$ cat src/rtl/count_sched.sv
// rtl/count_sched.sv - round-robin scheduler sharing one counter; watchdog enabled by COUNT_SCHED_TIMEOUT_EN
module count_sched #(
  parameter int NREQ = 4,
  parameter int CW   = 4
) (
  input  logic                 ck,
  input  logic                 rst,
  input  logic [NREQ-1:0]      req,
  input  logic [NREQ*CW-1:0]   len,
  input  logic [CW-1:0]        cnt_q,
  output logic                 cnt_en,
  output logic                 cnt_rst,
  output logic [NREQ-1:0]      gnt,
  output logic [NREQ-1:0]      done,
  output logic                 busy,
  output logic                 err
);

  localparam int IW = (NREQ > 1) ? $clog2(NREQ) : 1;

  typedef enum logic [1:0] {
    IDLE   = 2'd0,
    CLEAR  = 2'd1,
    COUNT  = 2'd2,
    FINISH = 2'd3
  } state_t;

  state_t          state_q, state_d;
  logic [NREQ-1:0] gnt_q, gnt_d;
  logic [IW-1:0]   rr_q, rr_d;
  logic [IW-1:0]   win;
  logic [CW-1:0]   tgt_q, tgt_d;
  logic [CW-1:0]   len_win;
  logic            owner_req;
  logic            clr_fsm;

`ifdef COUNT_SCHED_TIMEOUT_EN
  // Last watchdog value before it would reach 2^CW+2, i.e. the 2^CW+2'th COUNT cycle.
  localparam logic [CW+1:0] WD_LAST = (CW+2)'((1 << CW) + 1);
  logic [CW+1:0] wd_q, wd_d;
`endif

  // First requester at or after p+1, wrapping; walking downward lets the nearest one win.
  function automatic logic [IW-1:0] pick_next(input logic [NREQ-1:0] r, input logic [IW-1:0] p);
    logic [IW-1:0] w;
    logic [IW-1:0] ix;
    w = p;
    for (int k = NREQ; k >= 1; k--) begin
      ix = IW'((int'(p) + k) % NREQ);
      if (r[ix]) w = ix;
    end
    return w;
  endfunction

  assign win       = pick_next(req, rr_q);
  assign owner_req = |(req & gnt_q);
  assign gnt       = gnt_q;
  assign busy      = (state_q != IDLE);
  // Counter is held clear for the whole reset as well as the CLEAR state.
  assign cnt_rst   = rst | clr_fsm;

  // Select the target length of the arbitration winner.
  always_comb begin
    len_win = '0;
    for (int i = 0; i < NREQ; i++) begin
      if (win == IW'(i)) len_win = len[i*CW +: CW];
    end
  end

  // State, grant, round-robin pointer and latched target registers.
  always_ff @(posedge ck or posedge rst) begin
    if (rst) begin
      state_q <= IDLE;
      gnt_q   <= '0;
      rr_q    <= IW'(NREQ - 1);
      tgt_q   <= '0;
    end else begin
      state_q <= state_d;
      gnt_q   <= gnt_d;
      rr_q    <= rr_d;
      tgt_q   <= tgt_d;
    end
  end

`ifdef COUNT_SCHED_TIMEOUT_EN
  // Watchdog counting cycles spent in COUNT.
  always_ff @(posedge ck or posedge rst) begin
    if (rst) wd_q <= '0;
    else     wd_q <= wd_d;
  end
`endif

  // Next-state and output decode; abandon beats completion, completion beats timeout.
  always_comb begin
    state_d = state_q;
    gnt_d   = gnt_q;
    rr_d    = rr_q;
    tgt_d   = tgt_q;
    cnt_en  = 1'b0;
    clr_fsm = 1'b0;
    done    = '0;
    err     = 1'b0;
`ifdef COUNT_SCHED_TIMEOUT_EN
    wd_d    = wd_q;
`endif
    case (state_q)
      IDLE: begin
        if (|req) begin
          gnt_d   = NREQ'(1) << win;
          tgt_d   = len_win;
          rr_d    = win;
          state_d = CLEAR;
        end
      end
      CLEAR: begin
        clr_fsm = 1'b1;
`ifdef COUNT_SCHED_TIMEOUT_EN
        wd_d    = '0;
`endif
        if (!owner_req) begin
          gnt_d   = '0;
          state_d = IDLE;
        end else begin
          state_d = COUNT;
        end
      end
      COUNT: begin
        cnt_en = (cnt_q != tgt_q);
`ifdef COUNT_SCHED_TIMEOUT_EN
        wd_d   = wd_q + 1'b1;
`endif
        if (!owner_req) begin
          gnt_d   = '0;
          state_d = IDLE;
        end else if (cnt_q == tgt_q) begin
          state_d = FINISH;
`ifdef COUNT_SCHED_TIMEOUT_EN
        end else if (wd_q == WD_LAST) begin
          err     = 1'b1;
          cnt_en  = 1'b0;
          gnt_d   = '0;
          state_d = IDLE;
`endif
        end
      end
      FINISH: begin
        done    = gnt_q;
        gnt_d   = '0;
        state_d = IDLE;
      end
      default: begin
        gnt_d   = '0;
        state_d = IDLE;
      end
    endcase
  end

endmodule

$ cat config.mk
export PLATFORM = sky130hd
export DESIGN_NAME = count_sched
export DESIGN_NICKNAME = d
export VERILOG_FILES = /design/src/rtl/count_sched.sv
export SDC_FILE = /design/constraint.sdc
export NUM_CORES = 1
export LEC_CHECK = 0
export BUFFER_PORTS_ARGS = -buffer_cell sky130_fd_sc_hd__buf_4
export CAP_MARGIN = 10
export CORE_MARGIN = 8
export CORE_UTILIZATION = 44
export CTS_CLUSTER_DIAMETER = 50
export DETAILED_ROUTE_END_ITERATION = 7
export GPL_TIMING_DRIVEN = 0
export PLACE_DENSITY = 0.76
export SLEW_MARGIN = 20
export SYNTH_ARGS = -nofsm -noshare
export SYNTH_HDL_FRONTEND = slang
export SYNTH_SLANG_ARGS = --single-unit
export TNS_END_PERCENT = 30
$ cat constraint.sdc
create_clock -name ck -period 1.7 [get_ports ck]
set_input_delay 0.17 -clock ck [delete_from_list [all_inputs] [get_ports ck]]
set_output_delay 0.17 -clock ck [all_outputs]
set_load 0.02 [all_outputs]
==> run metrics <==
status=completed; TritonCTS Buffers=3; CTS tree=done; Unique masters post-synth=40; synthesized cell area=1010 µm²; CP arrival=1830 ps; critical path peak fanout=5; mean post-synth cell area=9.51 µm²; Slew headroom=66.7%; CP bufs+invs=0; Synth area leaders=dfrtp_1, ha_1, dfstp_2, o31ai_1, nand2_1; layout cells sized above 1=41.9%; DRC=0; Power Dens Cells=1530 nW/µm²; Max Freq=593 MHz; Startpoint Class=flop; most frequent cell after synthesis=nand2_1; worst-margin pin slew=496 ps; Starting Density=46.0%; Placed Cells=170; Setup Skew=2.44 ps; # rows=17; post-route insts no fill=176; Core Footprint=2190 µm²; Total GRT Usage=11.8%; Ant. Diodes=0; Routed WL per cell=13.6 µm; hpwl dp=2040 µm; first-pass GRT wire length=4080 µm; total number of vias=932; Remaining Overflow, GRT=0; Sw Pwr=0.000941 W; DRT antenna net count=0; R2R cell count=5; syn nets=137; Starting DRT DRC Count=16; DR vias/cell=5.30; root buffer cell=clkbuf_4; Worst path top cell family by delay=compound AO/OA/AOI/OAI gates; Worst-path clk slew=60 ps; die height=63.9 µm; cell taking the most area after synthesis=dfrtp_1; vias in the first global route=1014; crit-path cells=and2b_4, o21a_1, o31ai_1, a211o_2, o311ai_1; Worst Hold Path Cells=3; Gate Count Post-Synth=106; RSZ-0062 raised after global routing=true; Max Cap Viol=0; Worst setup EP type=flop; Worst path depth=5; Die Width=63.9 µm; worst-skew pair later-pin latency=260 ps; Max Buffers Root-to-Sink=2; synth-to-layout area growth=36.4%; I/O pin count=38; top_reg_cell synth=dfrtp_1; DRT Pass-1 Iters=4; pin count of the biggest net entering global routing=13; H-tree depth=1; Pins Over Slew Limit=0; Net Sw Frac=44.8%; Crit Path Class=reg2reg; Buffers on Ports=36; Worst path max stage delay=560 ps; sequential-to-total area share from yosys stat=30.0%; worst min path class=in2reg; Final Hold Fails=0; clock sink total=12; Synth async-reset ratio=100%; setup violators final=0; Leak Pwr=0.661 nW; number of flops mapped to enable cells by yosys=0; Yosys warning count=0; gpl congestion=0.784; synthesized flop and latch total=12; Comb power frac=64.5%; die area=4080 µm²; Peak VDD IR=0.000897 V; clock share of power=8.3%; Final Power=0.00210 W; Routed WL=2400 µm; nets@finish=180; worst hold margin=275 ps; minimum clock period=1690 ps; slowest CP cell=dfstp_2; Internal=0.00116 W; Post-synth top cells=nand2_1, dfrtp_1, o31ai_1; initial antenna violation count=0; part of the power in registers=27.2%; Synth top area share=24.8%; Final Cycle Share=99.2%; required time of the critical path=1840 ps
stage by stage:
step / setup TNS (ps) / cell area (µm²) / utilization (%) / worst slack [ps]
detailed placement: -59.4 / 1310 / 60.0 / -39.0
global placement: -46.6 / 1310 / 60.0 / -37.6
floorplan: 0 / 1010 / - / 80.9
CTS: 0 / 1370 / 62.5 / 27.5
global route: -171 / 1380 / 62.8 / -50.0
finish: 0 / 1380 / 62.8 / 13.3
registers in the layout, summed over array words and instances (netlist names):
register and cells:
gnt 4, tgt_q 4, rr_q 2, state_q 2
final timing paths:
kind	start	end	slack, ps
setup reg to reg	rr_q[0]	tgt_q[3]	10
max in group asynchronous	rst	rr_q[0]	910
hold reg to reg	tgt_q[3]	tgt_q[3]	510
hold / removal	len[1]	tgt_q[1]	270
setup / recovery	rr_q[0]	tgt_q[3]	10
min in group asynchronous	rst	state_q[0]	460
placed cells by master, fill, tap and decap left out, types with 2 or more instances in the layout:
cell	instances
buf_4	38
nand2_1	13
dfrtp_1	10
o31ai_1	6
inv_1	6
nor2_1	5
and2_1	5
mux2i_1	4
a21oi_1	4
xor2_1	4
ha_1	4
nand4_1	3
o311ai_1	3
clkbuf_4	3
buf_6	2
and2b_4	2
a21o_1	2
o21ai_0	2
a22o_1	2
a221oi_2	2
a211o_1	2
dfstp_2	2
layout make-up:
cell class,instances,area [µm²]
Clock buffer,4,26.3
Inverter,7,26.3
Multi-Input combinational cell,84,667
Buffer,3,30.0
Tap cell,28,35.0
Sequential cell,12,303
Fill cell,170,816
Timing Repair Buffer,38,288
cell families (layout without fill, tap and decap cells):
group                    after synthesis  in the layout  synth area share (%)
AO/OA/AOI/OAI                         30             30                  26.4
XOR/XNOR                               4              4                  3.47
adder cells (fa/ha/maj)                5              5                  6.20
buffers and inverters                 10             52                  5.58
flip-flops                            12             12                  30.0
multiplexers                           4              4                  3.97
other                                  1              1                 0.372
AND/OR/NAND/NOR                       40             40                  23.9
tightest hold or removal path: cells and delay by family:
kind	cells	cell delay (ps)
AO/OA/AOI/OAI	1	90
buffers and inverters	1	100
multiplexers	1	120
power by group through the flow:
| stage | combinational (W) | clock, W | sequential [W] |
|---|---|---|---|
| after floorplan | 0.000937 | 0 | 0.000584 |
| after global placement | 0.00127 | 0 | 0.000572 |
| after detailed placement | 0.00130 | 0 | 0.000578 |
| after CTS | 0.00135 | 0.000176 | 0.000574 |
| after global routing | 0.00149 | 0.000196 | 0.000594 |
| final | 0.00135 | 0.000174 | 0.000571 |
repair_timing:
item / CTS / global route
gates resized for setup: 3 / 1
hold endpoints to repair: 10 / 0
pin swaps: 3 / 0
gates cloned: 0 / 0
setup buffers: 1 / 0
endpoints found under the setup margin: 3 / 6
hold buffers: 1 / 0
per-layer routing:
| metal | vias up | wire length, µm | GRT usage, % |
|---|---|---|---|
| met5 | - | 0 | 0 |
| met4 | 0 | 40 | 4.46 |
| met3 | 5 | 159 | 5.23 |
| met2 | 32 | 1170 | 20.1 |
| met1 | 421 | 1030 | 12.6 |
| li1 | 474 | - | - |
(Power assumes the default switching activity.)
